File: config.mk
export PLATFORM = sky130hd
export DESIGN_NAME = systolic_tile_controller
export DESIGN_NICKNAME = d
export VERILOG_FILES = /design/src/rtl/systolic_tile_controller.sv
export SDC_FILE = /design/constraint.sdc
export NUM_CORES = 1
export LEC_CHECK = 0
export CAP_MARGIN = 0
export CORE_UTILIZATION = 60
export CTS_CLUSTER_SIZE = 24
export DETAILED_ROUTE_END_ITERATION = 10
export DONT_BUFFER_PORTS = 1
export PLACE_DENSITY = 0.79
export SLEW_MARGIN = 20
export SYNTH_ARGS = -nofsm -noshare
export SYNTH_HDL_FRONTEND = slang
export SYNTH_SLANG_ARGS = --single-unit
File: constraint.sdc
create_clock -name clk -period 4.4 [get_ports clk]
set_input_delay 0.88 -clock clk [delete_from_list [all_inputs] [get_ports clk]]
set_output_delay 0.88 -clock clk [all_outputs]
set_load 0.01 [all_outputs]
File: src/rtl/systolic_tile_controller.sv
// ============================================================================
// Module   : systolic_tile_controller
// Purpose  : FSM sequencing clear/load/drain/readout for an NxN systolic array
//            with K tiling; STC_PERF_CNT_EN enables the busy/stall counters.
// Revision : 1.0
// ============================================================================
`default_nettype none

module systolic_tile_controller #(
    parameter int ARRAY_SIZE  = 32,
    parameter int MAC_LATENCY = 2,
    parameter int MAX_K_TILES = 16,
    parameter int N_WIDTH     = $clog2(ARRAY_SIZE + 1),
    parameter int CNT_WIDTH   = $clog2(3 * ARRAY_SIZE + MAC_LATENCY),
    parameter int TILE_WIDTH  = $clog2(MAX_K_TILES + 1)
) (
    input  logic                  clk,
    input  logic                  rst_n,
    input  logic                  start_i,
    input  logic                  abort_i,
    input  logic [N_WIDTH-1:0]    cfg_n_active_i,
    input  logic [TILE_WIDTH-1:0] cfg_k_tiles_i,
    input  logic                  cfg_acc_keep_i,
    input  logic                  in_valid_i,
    output logic                  in_ready_o,
    output logic                  busy_o,
    output logic                  done_o,
    output logic                  aborted_o,
    output logic                  pe_en_o,
    output logic                  pe_clear_acc_o,
    output logic                  skew_load_en_o,
    output logic                  skew_flush_o,
    output logic [TILE_WIDTH-1:0] tile_idx_o,
    output logic [CNT_WIDTH-1:0]  cycle_count_o,
    output logic                  out_valid_o,
    input  logic                  out_ready_i,
    output logic                  out_last_o,
    output logic [N_WIDTH-1:0]    out_row_o,
    output logic [31:0]           perf_busy_cycles_o,
    output logic [31:0]           perf_stall_cycles_o
);

    typedef enum logic [2:0] {
        S_IDLE  = 3'd0,
        S_CLEAR = 3'd1,
        S_LOAD  = 3'd2,
        S_DRAIN = 3'd3,
        S_READ  = 3'd4,
        S_DONE  = 3'd5
    } state_t;

    state_t                state_q;
    logic [N_WIDTH-1:0]    n_q;
    logic [TILE_WIDTH-1:0] k_q;
    logic [TILE_WIDTH-1:0] tile_q;
    logic [CNT_WIDTH-1:0]  cnt_q;
    logic [N_WIDTH-1:0]    row_q;
    logic                  aborted_q;

    logic [N_WIDTH-1:0]    w_n_cfg;
    logic [TILE_WIDTH-1:0] w_k_cfg;
    logic [CNT_WIDTH-1:0]  w_drain_last;
    logic                  w_load_last;
    logic                  w_drain_done;
    logic                  w_row_last;
    logic                  w_more_tiles;
    logic                  w_start_ok;

    assign w_n_cfg = (cfg_n_active_i == '0 || cfg_n_active_i > N_WIDTH'(ARRAY_SIZE))
                   ? N_WIDTH'(ARRAY_SIZE) : cfg_n_active_i;
    assign w_k_cfg = (cfg_k_tiles_i == '0) ? TILE_WIDTH'(1)
                   : (cfg_k_tiles_i > TILE_WIDTH'(MAX_K_TILES)) ? TILE_WIDTH'(MAX_K_TILES)
                   : cfg_k_tiles_i;

    // Last drain index D-1 = 2*(n-1) + (MAC_LATENCY-1) - 1 = 2n + MAC_LATENCY - 4
    assign w_drain_last = CNT_WIDTH'({n_q, 1'b0}) + CNT_WIDTH'(MAC_LATENCY) - CNT_WIDTH'(4);
    assign w_load_last  = (cnt_q == CNT_WIDTH'(n_q) - CNT_WIDTH'(1));
    assign w_drain_done = (cnt_q == w_drain_last);
    assign w_row_last   = (row_q == n_q - N_WIDTH'(1));
    assign w_more_tiles = (tile_q < k_q - TILE_WIDTH'(1));
    assign w_start_ok   = (state_q == S_IDLE) && start_i;

    always_ff @(posedge clk or negedge rst_n) begin
        if (!rst_n) begin
            state_q   <= S_IDLE;
            n_q       <= '0;
            k_q       <= '0;
            tile_q    <= '0;
            cnt_q     <= '0;
            row_q     <= '0;
            aborted_q <= 1'b0;
        end else begin
            aborted_q <= 1'b0;
            if (abort_i && state_q != S_IDLE) begin
                state_q   <= S_IDLE;
                tile_q    <= '0;
                cnt_q     <= '0;
                row_q     <= '0;
                aborted_q <= 1'b1;
            end else begin
                case (state_q)
                    S_IDLE: if (start_i) begin
                        n_q     <= w_n_cfg;
                        k_q     <= w_k_cfg;
                        tile_q  <= '0;
                        cnt_q   <= '0;
                        row_q   <= '0;
                        state_q <= cfg_acc_keep_i ? S_LOAD : S_CLEAR;
                    end
                    S_CLEAR: state_q <= S_LOAD;
                    S_LOAD: if (in_valid_i) begin
                        if (w_load_last) begin
                            cnt_q <= '0;
                            // Next K chunk streams in back-to-back, accumulating in place
                            if (w_more_tiles) tile_q  <= tile_q + TILE_WIDTH'(1);
                            else              state_q <= S_DRAIN;
                        end else begin
                            cnt_q <= cnt_q + CNT_WIDTH'(1);
                        end
                    end
                    S_DRAIN: begin
                        if (w_drain_done) begin
                            cnt_q   <= '0;
                            state_q <= S_READ;
                        end else begin
                            cnt_q <= cnt_q + CNT_WIDTH'(1);
                        end
                    end
                    S_READ: if (out_ready_i) begin
                        if (w_row_last) begin
                            row_q   <= '0;
                            state_q <= S_DONE;
                        end else begin
                            row_q <= row_q + N_WIDTH'(1);
                        end
                    end
                    S_DONE: begin
                        tile_q  <= '0;
                        state_q <= S_IDLE;
                    end
                    default: state_q <= S_IDLE;
                endcase
            end
        end
    end

    assign in_ready_o     = (state_q == S_LOAD);
    assign busy_o         = (state_q == S_CLEAR) || (state_q == S_LOAD) ||
                            (state_q == S_DRAIN) || (state_q == S_READ);
    assign done_o         = (state_q == S_DONE);
    assign aborted_o      = aborted_q;
    assign pe_en_o        = ((state_q == S_LOAD) && in_valid_i) || (state_q == S_DRAIN);
    assign skew_load_en_o = (state_q == S_LOAD) && in_valid_i;
    assign pe_clear_acc_o = (state_q == S_CLEAR);
    assign skew_flush_o   = (state_q == S_CLEAR);
    assign tile_idx_o     = tile_q;
    assign cycle_count_o  = cnt_q;
    assign out_valid_o    = (state_q == S_READ);
    assign out_last_o     = (state_q == S_READ) && w_row_last;
    assign out_row_o      = row_q;

`ifdef STC_PERF_CNT_EN
    logic [31:0] perf_busy_q;
    logic [31:0] perf_stall_q;

    always_ff @(posedge clk or negedge rst_n) begin
        if (!rst_n) begin
            perf_busy_q  <= '0;
            perf_stall_q <= '0;
        end else if (w_start_ok) begin
            perf_busy_q  <= '0;
            perf_stall_q <= '0;
        end else begin
            if (busy_o && perf_busy_q != '1)
                perf_busy_q <= perf_busy_q + 32'd1;
            if ((state_q == S_LOAD) && !in_valid_i && perf_stall_q != '1)
                perf_stall_q <= perf_stall_q + 32'd1;
        end
    end

    assign perf_busy_cycles_o  = perf_busy_q;
    assign perf_stall_cycles_o = perf_stall_q;
`else
    logic w_unused;
    assign w_unused            = w_start_ok;
    assign perf_busy_cycles_o  = '0;
    assign perf_stall_cycles_o = '0;
`endif

endmodule

`default_nettype wire

# --- After elaboration in Yosys (flattened, before gate mapping) ---
# Cells that the tools add are included.
totals:
  register_bits: 33
  in_bits: 18
  out_inout_bits: 92
  word_cells: 86
op_classes:
  addsub: 8
  n_lt_le_gt_ge: 3
  n_eq_ne: 16
  n_mux: 31
  n_bitwise: 1
  n_reduce_logical: 20
ops:
  columns: ["operator", "count"]
  rows:
  - ["$mux 5", 7]
  - ["$mux 7", 5]
  - ["$mux 6", 5]
  - ["$mux 3", 8]
  - ["$pmux 7 s3", 1]
  - ["$pmux 3 s5", 1]
  - ["$pmux 5 s3", 1]
  - ["$eq 7x7->1", 2]
  - ["$ne 3x1->1 const B", 4]
  - ["$pmux 6 s2", 1]
  - ["$ne 3x2->1 const B", 3]
  - ["$reduce_and 3->1", 3]
  - ["$reduce_bool 4->1", 2]
  - ["$add 7x1->7 const B", 1]
  - ["$add 7x2->7 const B", 1]
  - ["$reduce_and 7->1", 1]
  - ["$sub 6x1->7 const B", 1]
  - ["$sub 7x3->7 const B", 1]
  - ["$add 6x1->6 const B", 1]
  - ["$eq 3x2->1 const B", 2]
  - ["$eq 3x3->1 const B", 2]
  - ["$eq 6x6->1", 1]
  - ["$gt 6x6->1 const B", 1]
  - ["$logic_not 6->1", 1]
  - ["16 further kinds", 23]

# --- Logic depth before layout (Yosys ltp) ---
depth:
  word_depth: 7
  mapped_depth: 12
  depth_no_buf: 12

# --- Worst setup path after synthesis ---
# No wires, ideal clock.
synth_path:
  kind: "reg2out"
  start: "reg n_q[0]"
  end: "out out_last_o"
  arrival_time_ns: 1.884
  t_required_ns: 3.520
  setup_slack_ns: 1.636
  path_stages_with_launch: 8
  path_buffers: 1
  cell_sequence: "dfrtp_1 buf_2 inv_1 ha_1 nor3b_1 xnor3_1 and4b_1 and3_1"
synth_between:
  elab_chain_len: 3
synth_rtl:
  columns: ["element", "line_no", "text"]
  rows:
  - ["start, declared", "53", "logic [N_WIDTH-1:0] n_q;"]
  - ["start signal, assigned", "103", "n_q <= w_n_cfg;"]
  - ["$sub 6x1->6", "79", "assign w_row_last = (row_q == n_q - N_WIDTH'(1));"]
  - ["$eq 6x6->1", "79", null]
  - ["$logic_and 1x1->1", "159", "assign out_last_o = (state_q == S_READ) && w_row_last;"]
  - ["end, declared", "37", "output logic out_last_o,"]
# Every way passes these cells.

# --- Worst setup path in the final report ---
# Same ends and word-level chain as after synthesis.

==> impl_summary.txt <==
----------------------------------------------------
[Status]
  Status ... finished with violations
  Failing checks ... design-rule violations

[Drt]
  Total wire length ... 5.18 mm
  Post-detailed-route count of antenna-violating nets ... 0
  DRC marker count from the first detailed-route iteration ... 102
  First-pass DRT Iterations ... 8
  Via count of the routed design ... 2060
  DR vias/cell ... 5.48
  Number of DRC violations after detailed routing ... 10
  Routed length per placed instance ... 13.8 um

[Clocking]
  Clock edge transition at the registers on the reported setup and hold paths ... 70 ps
  Number of levels the H-tree was split into ... 2
  Cts bufs inserted ... 5
  Clock buffer depth ... 2
  CTS tree ... built
  Library cell used as clock root buffer ... clkbuf_8
  Clock tree sinks ... 33
  Number of hold buffers added after CTS ... 0
  Number of resized instances in the post-cts repair step ... 0
  Setup bufs post-CTS ... 0
  Worst skew pair latency ... 290 ps

[Final layout]
  Area of the multi-input gates ... 1720 um^2
  Most common cell after layout, fill and taps aside ... conb_1
  Post-synthesis to final-layout area growth ... -5.38%
  Storage cell area ... 826 um^2
  ANT cells ... 0
  Leading cell types in the layout, fill and taps excluded ... conb_1, dfrtp_1, nand2_1
  Fraction of final layout cells with drive strength greater than 1 ... 5.25%
  Net count, final ... 350
  Fill cell instance count of the final layout ... 404

[Global route]
  First-pass GRT wire length ... 8.50 mm
  Largest net degree at the start of global routing ... 34
  Remaining global-route overflow ... 0
  GRT Util Overall ... 21.5%
  Vias in the first global route ... 1848
  Number of antenna violations at the first check in global routing ... 0

[STA]
  Final setup violation count ... 0
  Transition time of the tightest slew-check pin ... 643 ps
  Clk_skew ... 6.83 ps
  Post-route clock period utilization ... 72.8%
  Fin Hold WS ... 277 ps
  F_max ... 312 MHz
  Headroom to the max-slew limit ... 56.8%
  Setup repair after global routing missed its margin ... false
  Time the worst path needs with I/O delays and setup ... 3200 ps
  Final sum of negative setup slack ... 0 ps
  Number of pins with negative max-slew slack in the final report ... 0
  Count of endpoints failing hold in the final timing report ... 0

[Synthesis]
  Cell types with the largest area share after synthesis ... dfrtp_1, buf_4, xnor2_1, ha_1, xnor3_1
  Post-synthesis cell count ... 330
  Netlist area before placement ... 2890 um^2
  Share of the synthesized area in the top cell type ... 28.6%
  Synthesis-stage register bit count ... 33
  Yosys warns ... 0
  Post-synth ARST share ... 100%
  Proportion of synthesized chip area in sequential cells ... 28.6%
  Unique cell type count in the Yosys netlist ... 51
  Main flop type after synthesis ... dfrtp_1
  Number of flops mapped to enable cells by yosys ... 0
  Mean Syn Cell Area ... 8.74 um^2
  Post-synthesis cell type with the largest combined area ... dfrtp_1

[Pwr]
  Total power draw ... 1.68 mW
  PwrDens ... 617 nW/um^2
  Cell leakage power ... 1.31 nW
  Worst IR drop on VDD ... 0.000259 V

[Worst setup path]
  Chain of cells forming the critical path ... inv_1 > ha_1 > nor3b_1 > xnor3_1 > and4b_1 > and3_1
  Flop2flop setup slack ... 1480 ps
  Class of the most critical setup path ... reg -> out
  Capturing element type of the critical path ... output pin
  Critical path's largest stage delay ... 480 ps
  Critical Path RT ... 3520 ps
  Crit start category ... register
  Critical path arrival ... 2320 ps
  Worst Path Max Fanout ... 7
  Slowest cell on the critical path ... nor3b_1

[Floorplan]
  Core footprint ... 4470 um^2
  Number of ports placed on the die boundary ... 110
  Starting density of the core ... 64.5%
  Die width ... 71.3 um
  Die area ... 5090 um^2
  Number of placement rows ... 24
  Vertical die dimension ... 71.3 um

[Job]
  Number of max-cap violations ... 0

[Placed design]
  IO Port Bufs ... 0
  Placed wire-length estimate after detailed placement ... 3.93 mm
  Routability congestion estimate ... 0.871

[Min path]
  Hold/Removal Path Class ... in -> async

----------------------------------------------------
critical path, delay by kind of cell, from the launching register on:
kind / cells / cell delay, ps
AND/OR/NAND/NOR: 3 / 910
XOR/XNOR: 1 / 280
adder cells (fa/ha/maj): 1 / 280
buffers and inverters: 1 / 100
flip-flops: 1 / 470
synth_stat cells (3+ instances only):
master	count
xnor3_1	5
a22o_1	6
dfrtp_1	33
buf_4	65
nand3_1	8
nor2_1	20
o21ai_0	13
a21oi_1	10
nor2b_1	8
nor4_1	3
nor3_1	12
nand2_1	25
o211ai_1	3
clkbuf_1	7
inv_1	8
buf_1	3
o21a_1	3
xnor2_1	19
nand2b_1	12
and3_1	7
o21ai_1	6
nor3b_1	4
mux2i_1	3
ha_1	9
xor2_1	6
through the flow:
stage	utilization [%]	setup slack [ps]	instances	instance area, um^2
final	61.0	1200	376	2730
after global routing	61.0	992	376	2730
after CTS	61.0	1190	376	2730
after detailed placement	59.2	1510	368	2650
after global placement	59.2	1560	368	2650
after floorplan	-	1640	393	3120
registers in the layout, indices dropped and copies added, names as in the netlist:
signal and flops:
aborted_o 1, out_row_o 6, tile_idx_o 5, state_q 3, n_q 6, cycle_count_o 7, k_q 5
cells by family (layout without fill, tap and decap cells):
group / Yosys count / in the layout / share of synthesized area (%)
xor gates and xnor gates: 30 / 30 / 11.5
AOI/OAI and AO/OA: 56 / 56 / 13.5
muxes: 6 / 6 / 2.21
adders and majority gates: 9 / 9 / 3.90
other: 1 / 64 / 0.130
buffers and inverters: 86 / 17 / 20.0
and+or+nand+nor: 109 / 109 / 20.1
DFF: 33 / 33 / 28.6
final timing paths:
check / start / to / cells after the start
max in group asynchronous: rst_n / cycle_count_o[2] / 0
min in group clk: k_q[1] / k_q[1] / 2
min: rst_n / aborted_o / 0
min reg2reg: k_q[1] / k_q[1] / 2
max: n_q[0] / out_last_o / 6
max reg2reg: n_q[0] / cycle_count_o[0] / 9
area by class of cell:
cell class                      instances  area share, %
Tap cell                               52           2.38
Multi-Input combinational cell        274           63.0
Clock buffer                            6           2.66
Sequential cell                        33           30.2
Inverter                                8           1.10
Timing Repair Buffer                    1          0.275
Clock inverter                          2          0.367
report_power, final:
part	switching, mW	internal, mW	leakage [nW]	total [mW]
Combinational	0.504	0.438	0.825	0.943
Clock	0.109	0.109	0.0450	0.219
Sequential	0.146	0.377	0.444	0.522
routing by layer:
layer / vias to the layer above / track usage (%) / routed length, um
li1: 987 / - / -
met1: 955 / 28.1 / 2250
met2: 105 / 33.8 / 2390
met3: 13 / 5.06 / 411
met4: 0 / 10.4 / 125
met5: - / 0 / 0
(Power assumes the default switching activity.)
